==> src/rtl/seg_pkg.sv <==
// Shared constants, types and helpers for the four-digit seven-segment scan controller.
// All segment and anode encodings are active-low.
package seg_pkg;

  localparam logic [6:0] SEG_OFF = 7'h7F;
  localparam logic [3:0] AN_OFF  = 4'hF;

  typedef logic [1:0] digit_idx_t;

  typedef enum logic [0:0] {
    DRIVE,
    BLANK
  } scan_state_t;

  // Digit0 is the leftmost digit and sits on AN[3].
  function automatic logic [3:0] an_onehot(digit_idx_t idx);
    return ~(4'b1000 >> idx);
  endfunction

endpackage

==> src/rtl/seg_scan_timer.sv <==
// Digit-slot timer: counts ticks within a slot, splits each slot into DRIVE then BLANK,
// and advances the digit index, flagging the last tick of each full frame.
module seg_scan_timer
  import seg_pkg::*;
#(
  parameter int unsigned TICKS_PER_DIGIT = 8142,
  parameter int unsigned BLANK_TICKS     = 16
) (
  input  logic        clk,
  input  logic        rst_n,
  output scan_state_t state,
  output digit_idx_t  idx,
  output logic        frame_end
);

  localparam int unsigned TW = $clog2(TICKS_PER_DIGIT);
  localparam logic [TW-1:0] LAST_TICK  = TW'(TICKS_PER_DIGIT - 1);
  localparam logic [TW-1:0] LAST_DRIVE = TW'(TICKS_PER_DIGIT - BLANK_TICKS - 1);

  logic [TW-1:0] tick_q, tick_d;
  scan_state_t   state_q, state_d;
  digit_idx_t    idx_q, idx_d;
  logic          slot_end;

  assign slot_end  = (tick_q == LAST_TICK);
  assign frame_end = slot_end && (idx_q == 2'd3);

  always_comb begin
    tick_d  = tick_q + 1'b1;
    state_d = state_q;
    idx_d   = idx_q;
    unique case (state_q)
      DRIVE: if (tick_q == LAST_DRIVE) state_d = BLANK;
      BLANK: if (slot_end) state_d = DRIVE;
    endcase
    if (slot_end) begin
      tick_d = '0;
      idx_d  = idx_q + 1'b1;
    end
  end

  always_ff @(posedge clk or negedge rst_n) begin
    if (!rst_n) begin
      tick_q  <= '0;
      state_q <= DRIVE;
      idx_q   <= '0;
    end else begin
      tick_q  <= tick_d;
      state_q <= state_d;
      idx_q   <= idx_d;
    end
  end

  assign state = state_q;
  assign idx   = idx_q;

endmodule

==> src/rtl/seg_scan_controller.sv <==
// Four-digit seven-segment scan controller: frame-synchronous arbitration between live game
// content and a timed overlay, frame-granular blink, per-digit enable, registered pin drive.
module seg_scan_controller
  import seg_pkg::*;
#(
  parameter int unsigned TICKS_PER_DIGIT = 8142,
  parameter int unsigned BLANK_TICKS     = 16,
  parameter int unsigned OVL_FRAMES      = 256,
  parameter int unsigned BLINK_FRAMES    = 64
) (
  input  logic        clk,
  input  logic        rst_n,
  input  logic [27:0] game_segs,
  input  logic        ovl_req,
  input  logic [27:0] ovl_segs,
  output logic        ovl_ack,
  output logic        ovl_active,
  input  logic        blink_en,
  input  logic [3:0]  digit_en,
  output logic        frame_tick,
  output logic [6:0]  SEG,
  output logic [3:0]  AN
);

  localparam int unsigned CW = $clog2(OVL_FRAMES + 1);
  localparam int unsigned BW = $clog2(BLINK_FRAMES + 1);

  scan_state_t state;
  digit_idx_t  idx;
  logic        frame_end;

  seg_scan_timer #(
    .TICKS_PER_DIGIT(TICKS_PER_DIGIT),
    .BLANK_TICKS    (BLANK_TICKS)
  ) u_timer (
    .clk      (clk),
    .rst_n    (rst_n),
    .state    (state),
    .idx      (idx),
    .frame_end(frame_end)
  );

  // Element [3] holds digit0, matching the 28-bit input packing.
  logic [3:0][6:0] fbuf_q, fbuf_d;
  logic [CW-1:0]   ovl_cnt_q, ovl_cnt_d;
  logic            ovl_active_q, ovl_active_d;
  logic [BW-1:0]   blink_cnt_q, blink_cnt_d;
  logic            blink_on_q, blink_on_d;
  logic            valid_q, valid_d;
  logic [6:0]      seg_q, seg_d;
  logic [3:0]      an_q, an_d;
  logic            ack_c, still_active, drive;

  always_comb begin
    fbuf_d       = fbuf_q;
    ovl_cnt_d    = ovl_cnt_q;
    ovl_active_d = ovl_active_q;
    blink_cnt_d  = blink_cnt_q;
    blink_on_d   = blink_on_q;
    valid_d      = valid_q;
    ack_c        = 1'b0;
    still_active = ovl_active_q;
    if (frame_end) begin
      valid_d = 1'b1;
      if (ovl_active_q) begin
        ovl_cnt_d    = ovl_cnt_q - 1'b1;
        still_active = (ovl_cnt_d != '0);
      end
      ovl_active_d = still_active;
      // Expiry and a pending request in the same boundary chain directly into the new overlay.
      if (ovl_req && !still_active) begin
        ack_c        = 1'b1;
        ovl_active_d = 1'b1;
        ovl_cnt_d    = CW'(OVL_FRAMES);
        fbuf_d       = ovl_segs;
      end else if (!still_active) begin
        fbuf_d = game_segs;
      end
      if (blink_cnt_q == BW'(BLINK_FRAMES - 1)) begin
        blink_cnt_d = '0;
        blink_on_d  = !blink_on_q;
      end else begin
        blink_cnt_d = blink_cnt_q + 1'b1;
      end
    end
  end

  // The buffer holds no real content until the first boundary, so that frame stays dark.
  always_comb begin
    drive = valid_q && (state == DRIVE) && digit_en[~idx] &&
            !(blink_en && !blink_on_q && !ovl_active_q);
    seg_d = SEG_OFF;
    an_d  = AN_OFF;
    if (drive) begin
      seg_d = fbuf_q[~idx];
      an_d  = an_onehot(idx);
    end
  end

  always_ff @(posedge clk or negedge rst_n) begin
    if (!rst_n) begin
      fbuf_q       <= {4{SEG_OFF}};
      ovl_cnt_q    <= '0;
      ovl_active_q <= 1'b0;
      blink_cnt_q  <= '0;
      blink_on_q   <= 1'b1;
      valid_q      <= 1'b0;
      seg_q        <= SEG_OFF;
      an_q         <= AN_OFF;
    end else begin
      fbuf_q       <= fbuf_d;
      ovl_cnt_q    <= ovl_cnt_d;
      ovl_active_q <= ovl_active_d;
      blink_cnt_q  <= blink_cnt_d;
      blink_on_q   <= blink_on_d;
      valid_q      <= valid_d;
      seg_q        <= seg_d;
      an_q         <= an_d;
    end
  end

  assign ovl_ack    = ack_c;
  assign ovl_active = ovl_active_q;
  assign frame_tick = frame_end;
  assign SEG        = seg_q;
  assign AN         = an_q;

endmodule

==> config.mk <==
export PLATFORM = sky130hd
export DESIGN_NAME = seg_scan_controller
export DESIGN_NICKNAME = d
export VERILOG_FILES = /design/src/rtl/seg_pkg.sv /design/src/rtl/seg_scan_timer.sv /design/src/rtl/seg_scan_controller.sv
export SDC_FILE = /design/constraint.sdc
export NUM_CORES = 1
export LEC_CHECK = 0
export CORE_MARGIN = 3
export CORE_UTILIZATION = 34
export CTS_CLUSTER_SIZE = 14
export DETAILED_ROUTE_END_ITERATION = 8
export GPL_TIMING_DRIVEN = 0
export PLACE_DENSITY = 0.56
export SETUP_SLACK_MARGIN = 0.5
export SLEW_MARGIN = 20
export SYNTH_ARGS = -nofsm -noshare
export SYNTH_HDL_FRONTEND = slang
export SYNTH_SLANG_ARGS = --single-unit
==> constraint.sdc <==
create_clock -name clk -period 2.97 [get_ports clk]
set_clock_uncertainty 0.1 [all_clocks]
set_input_delay 0.891 -clock clk [delete_from_list [all_inputs] [get_ports clk]]
set_output_delay 0.891 -clock clk [all_outputs]
set_load 0.01 [all_outputs]
==> impl_metrics.py, run 1 <==
metrics = {
    "global_routing": {
        "grt_usage_pct": 15.49,
        "grt_max_degree": 58,
        "grt_pass1_wl_um": 16020,
        "antenna_found_initial": 0,
        "gr-total-overflow": 0,
        "grt_pass1_vias": 3220,
    },
    "synthesis": {
        "async_flop_share_pct": 100.0,
        "synth_edf_count": 0,
        "synth_nets": 413,
        "synthesis.instances": 340,
        "syn_area_um2": 4079,
        "syn-mean-instance-area_um2": 12.00,
        "ys_types": 56,
        "seq_area_frac_synth_pct": 46.63,
        "yosysWarnings": 0,
        "synth.ff_latch_count": 74,
        "ys.flop_type": "dfstp_2",
    },
    "critical_path": {
        "critical_path.slowest_cell": "or4b_4",
        "worstPathRequired_ns": 1.98,
        "worst_r2r_endpoint": "fbuf_q[0]",
        "crit_path_start": "ovl_cnt_q[0]",
        "path_cells": "buf_6 -> inv_4 -> ha_4 -> or4b_4 -> or3_4 -> nand3_4 -> o21a_1 -> nor2_2 -> buf_2",
        "startpoint_type": "flip-flop",
        "r2r-start": "ovl_cnt_q[0]",
        "cp_max_fo": 2,
        "r2r_cells": 14,
        "endpoint_kind": "output port",
        "critPathArrivalTime_ns": 2.27,
        "rrSetupSlack_ns": 0.02,
        "crit_path_max_incr_delay_ns": 0.48,
        "critPathKind": "reg2out",
        "timing.critical_path.to": "ovl_ack",
    },
    "flow_run": {
        "drv_cap": 0,
    },
    "timing": {
        "tns_ns": -0.2942,
        "fin_crit_ns": 3.264,
        "relSlewSlack_pct": 56.97,
        "rsz0062_at_grt": "true",
        "max_freq_ghz": 0.3064,
        "layout_setup_ws_ns": -0.2942,
        "worst_slew_pin_slew_ns": 0.6455,
        "setup_viol": 1,
        "maxSlewViolCount": 0,
        "post-route-period-util_pct": 109.9,
        "timing_hold_violations_final": 0,
    },
    "cells_and_area": {
        "fillers": 1011,
        "fin_nets": 532,
        "layout_common_cells": "clkdlybuf4s50_1, dfstp_2, dfrtp_1, mux2_2, mux2_4",
        "layout.cells.non_filler": 607,
        "final_cell_area_um2": 5826,
        "fin_util_pct": 50.37,
        "register_area_um2": 1906,
        "layout_commonest_cell": "clkdlybuf4s50_1",
        "drive_gt1_share_pct": 41.16,
        "multiInputGateArea_um2": 2152,
        "antennaDiodeCount": 0,
        "area_growth_syn_to_layout_pct": 42.82,
    },
    "cts": {
        "numClockSinks": 74,
        "cts.htree.levels": 3,
        "root_buffer": "clkbuf_16",
        "clkTransAtPathRegs_ns": 0.06,
        "clk_latency_ns": 0.32,
        "cts_made_buffers": 9,
        "tritoncts": "done",
        "clockBufferDepth": 2,
    },
    "detailed_routing": {
        "vias": 3063,
        "ant_nets": 0,
        "drc": 0,
        "drtPass1Iterations": 4,
        "wl_per_cell_um": 16.33,
        "wirelength_um": 9915,
        "drt_iter0_drc": 195,
        "viasPerCell": 5.046,
    },
    "placed_design": {
        "dpl-instance-area_um2": 5116,
        "globalplace.congestion": 0.8066,
        "place_inst": 561,
        "portBuffers": 77,
        "hpwlAfterDp_um": 6845,
    },
    "pwr": {
        "power_density_nw_per_um2": 393.3,
        "ir_worst_vdd_uv": 212.8,
        "total_power_mw": 2.291,
        "leakage_nw": 2.363,
    },
    "floorplan": {
        "die_y_um": 115.5,
        "initial_core_util_pct": 35.27,
        "core_region_area_um2": 11560,
        "pin_count": 78,
        "die_w_um": 115.5,
        "fp-row-count": 39,
        "dieArea_um2": 13350,
    },
    "outcome": {
        "status": "finished with violations",
        "violations": "setup timing",
    },
    "hold_path": {
        "worstHoldPathType": "in2async",
    },
}
[cells in the mapped netlist, types with 2 or more instances]
cell	number	area [µm²]
nor3b_1	2	15.01
inv_1	11	41.29
a211oi_1	2	15.01
and3_1	4	25.02
o22ai_1	2	12.51
clkbuf_1	10	37.54
dfrtp_1	34	850.8
nand2b_1	10	62.56
o31ai_1	2	15.01
nand3_1	14	70.07
o21ai_0	16	80.08
ha_1	9	112.6
a22o_1	3	26.28
nand3b_1	2	15.01
a21oi_1	5	25.02
nand2_1	19	71.32
mux2_2	37	416.7
xnor2_1	7	61.31
mux2_4	20	300.3
buf_2	3	15.01
nor2b_1	3	18.77
nor2_1	22	82.58
nor4_1	6	37.54
dfstp_2	40	1051
nand4_1	3	18.77
or3_1	2	12.51
mux4_2	8	180.2
o31a_1	2	17.52
nor3_1	5	25.02
xor2_1	8	70.07
buf_6	3	33.78
o41a_1	2	22.52
[flip-flops by register name, summed over array words and instances, names as in the netlist, 2 cells and up]
name            flops
blink_cnt_q         7
AN                  4
SEG                 7
fbuf_q             28
u_timer.tick_q     13
ovl_cnt_q           9
u_timer.idx         2
[area by class of cell]
type	count	share of cell area [%]
clock inverter	5	0.9021
buffer	17	2.126
clock buffer	11	4.338
sequential	74	32.71
timing repair buffer	108	19.12
multi-input combinational	238	36.94
tap	143	3.071
inverter	11	0.7947
[routing by layer]
metal / track usage (%) / part of all wire, % / vias to the layer above
li1: - / - / 1464
met1: 19.61 / 44 / 1517
met2: 25.81 / 50 / 72
met3: 3.603 / 4.7 / 10
met4: 5.869 / 1.4 / 0
met5: 0 / 0 / -
[timing repair]
item                                    4_1_cts  5_1_grt
hold buffers                                  0        0
setup buffers                                20        8
pin swaps                                     5       11
gates resized for setup                      34       14
endpoints found under the setup margin       40       37
gates cloned                                  2        0
[report_power, final]
| group | leakage (nW) | internal (mW) | switching [mW] |
|---|---|---|---|
| combinational | 1.35 | 0.115 | 0.0627 |
| clock | 0.151 | 0.692 | 0.407 |
| sequential | 0.857 | 1.01 | 0.00134 |
| total | 2.36 | 1.82 | 0.472 |
[critical path, delay by kind of cell (launching register included)]
family,cells,cell delay (ns)
AO/OA/AOI/OAI,1,0.13
adder cells (fa/ha/maj),1,0.12
buffers and inverters,3,0.32
flip-flops,1,0.39
AND/OR/NAND/NOR,4,1.00
[cell families after synthesis]
kind of cell | count (synthesis) | synth area share [%]
buffers and inverters | 28 | 3.221
adders and majority gates | 9 | 2.761
muxes | 65 | 21.99
and+or+nand+nor | 105 | 14.29
AOI/OAI and AO/OA | 44 | 7.884
DFF | 74 | 46.63
xor gates and xnor gates | 15 | 3.221
[per-stage QoR]
step                      worst slack (ns)  hold slack [ns]
after floorplan                     0.1461           0.3246
after global placement              -1.734           0.3442
after detailed placement            -1.072           0.3491
after CTS                          -0.3305           0.3353
after global routing               -0.3648           0.3442
final                              -0.2942           0.3331
[worst min-delay path by stage]
stage	depth (start not counted)	to	from	slack (ns)
2_1_floorplan	1	valid_q	valid_q	0.32
3_3_place_gp	1	valid_q	valid_q	0.34
3_5_place_dp	1	valid_q	valid_q	0.35
4_1_cts	1	blink_cnt_q[6]	rst_n	0.34
5_1_grt	1	blink_cnt_q[6]	rst_n	0.34
6_report	1	blink_cnt_q[6]	rst_n	0.33
Power figures use the tool's default switching activity.
==> inputs of run 2 (changes only) <==
--- a/config.mk
+++ b/config.mk
@@ -10,9 +10,10 @@
 export CTS_CLUSTER_SIZE = 14
 export DETAILED_ROUTE_END_ITERATION = 8
 export GPL_TIMING_DRIVEN = 0
+export MAX_ROUTING_LAYER = met4
 export PLACE_DENSITY = 0.56
 export SETUP_SLACK_MARGIN = 0.5
-export SLEW_MARGIN = 20
+export SLEW_MARGIN = 40
 export SYNTH_ARGS = -nofsm -noshare
 export SYNTH_HDL_FRONTEND = slang
 export SYNTH_SLANG_ARGS = --single-unit
==> impl_metrics.py, run 2 (synthesized netlist as in run 1, its figures left out) <==
metrics = {
    "critical_path": {
        "startpoint_type": "flip-flop",
        "worstPathRequired_ns": 1.98,
        "critPathArrivalTime_ns": 2.29,
        "path_cells": "buf_6 -> inv_4 -> ha_4 -> or4b_4 -> or3_4 -> nand3_4 -> o21a_1 -> nor2_2 -> buf_2",
        "rrSetupSlack_ns": -0.03,
        "critical_path.slowest_cell": "or4b_4",
        "critPathKind": "reg2out",
        "cp_max_fo": 2,
        "crit_path_max_incr_delay_ns": 0.48,
        "endpoint_kind": "output port",
    },
    "detailed_routing": {
        "drt_iter0_drc": 145,
        "wl_per_cell_um": 16.57,
        "wirelength_um": 10030,
        "drtPass1Iterations": 4,
        "drc": 0,
        "vias": 3101,
        "ant_nets": 0,
        "viasPerCell": 5.126,
    },
    "global_routing": {
        "met2_usage_pct": 26.35,
        "antenna_found_initial": 0,
        "grt_usage_pct": 16.39,
        "busiest_layer": "met2",
        "use_met1_pct": 20.32,
        "gr-total-overflow": 0,
        "grt_max_degree": 59,
        "grt_pass1_wl_um": 16380,
        "met3_usage_pct": 3.290,
        "grt_pass1_vias": 3293,
    },
    "pwr": {
        "ir_worst_vdd_uv": 267.5,
        "power_density_nw_per_um2": 432.6,
        "leakage_nw": 2.385,
    },
    "timing": {
        "maxSlewViolCount": 0,
        "relSlewSlack_pct": 57.25,
        "post-route-period-util_pct": 110.4,
        "fin_crit_ns": 3.278,
        "worst_slew_pin_slew_ns": 0.6413,
        "setup_viol": 25,
        "max_freq_ghz": 0.3051,
        "layout_setup_ws_ns": -0.3076,
        "timing_hold_violations_final": 0,
        "rsz0062_at_grt": "true",
    },
    "floorplan": {
        "die_w_um": 115.5,
        "fp-row-count": 39,
        "dieArea_um2": 13350,
        "initial_core_util_pct": 35.27,
        "pin_count": 78,
        "die_y_um": 115.5,
        "core_region_area_um2": 11560,
    },
    "cts": {
        "numClockSinks": 74,
        "cts.htree.levels": 3,
        "root_buffer": "clkbuf_16",
        "clkTransAtPathRegs_ns": 0.07,
        "cts_made_buffers": 9,
        "clockBufferDepth": 2,
        "clk_latency_ns": 0.33,
        "tritoncts": "done",
    },
    "cells_and_area": {
        "top_regs": "fbuf_q x28, u_timer.tick_q x13, ovl_cnt_q x9",
        "layout_common_cells": "clkdlybuf4s50_1, dfstp_2, dfrtp_1, mux2_2, mux2_4",
        "area_growth_syn_to_layout_pct": 43.77,
        "fin_nets": 530,
        "final_cell_area_um2": 5864,
        "layout_commonest_cell": "clkdlybuf4s50_1",
        "largest-register": "fbuf_q",
        "largest_reg_flops": 28,
        "antennaDiodeCount": 0,
        "fillers": 1028,
        "drive_gt1_share_pct": 40.26,
    },
    "placed_design": {
        "portBuffers": 77,
        "globalplace.congestion": 0.8183,
        "pre_cts_slack_ns": -1.069,
        "dpl-instance-area_um2": 5127,
        "hpwlAfterDp_um": 6903,
    },
    "outcome": {
        "status": "finished with violations",
        "violations": "setup timing",
    },
    "flow_run": {
        "drv_cap": 0,
    },
    "hold_path": {
        "worstHoldPathType": "in2async",
    },
}
run 2: critical path: cells and delay by family, from the launching register on:
family,cells,cell delay [ns]
and+or+nand+nor,4,1.01
adders and majority gates,1,0.12
AOI/OAI and AO/OA,1,0.12
buffers and inverters,3,0.32
DFF,1,0.39
run 2: path summary, 6_finish.rpt:
kind                                   start        endpoint  depth (start not counted)
min in group clk                     valid_q         valid_q                          1
max in group asynchronous              rst_n      fbuf_q[11]                          2
worst max-delay path            ovl_cnt_q[0]         ovl_ack                          9
worst max register to register  ovl_cnt_q[0]       fbuf_q[4]                         14
worst min register to register       valid_q         valid_q                          1
worst min-delay path                   rst_n  blink_cnt_q[3]                          1
run 2: final cells by class:
class | instances | area, µm² | area share (%)
clock buffers | 10 | 229.0 | 3.904
multi-input cells | 238 | 2141 | 36.51
flip-flops and latches | 74 | 1903 | 32.45
plain buffers | 17 | 122.6 | 2.091
well taps | 143 | 178.9 | 3.051
inverters | 11 | 46.29 | 0.7894
repair buffers | 106 | 1106 | 18.86
clock inverters | 6 | 137.6 | 2.347
run 2: through the flow:
step	hold slack, ns	utilization [%]	TNS, ns	instances	total power, mW
floorplan	0.3246	-	0	340	1.087
global placement	0.3442	44.02	-100.21	560	1.201
detailed placement	0.3437	44.34	-4.507	562	1.207
CTS	0.2837	50.06	-0.4499	599	2.556
global route	0.2870	50.71	-3.725	605	2.616
finish	0.2831	50.71	-0.7147	605	2.537
run 2: metal layers:
layer,vias up,wire length (µm)
met3,13,439
met2,85,5000
met5,-,0
li1,1464,-
met4,0,154
met1,1539,4430
run 2: power breakdown:
group | total, mW | internal, mW | switching [mW]
Sequential | 1.01 | 1.01 | 0.00157
Combinational | 0.178 | 0.115 | 0.0625
Clock | 1.34 | 0.911 | 0.434
Total | 2.54 | 2.04 | 0.498
run 2: timing repair:
action,4_1_cts,5_1_grt
endpoints found under the setup margin,38,45
gates cloned,2,0
pin swaps,7,7
hold buffers,0,0
setup buffers,19,6
resized for setup,36,8
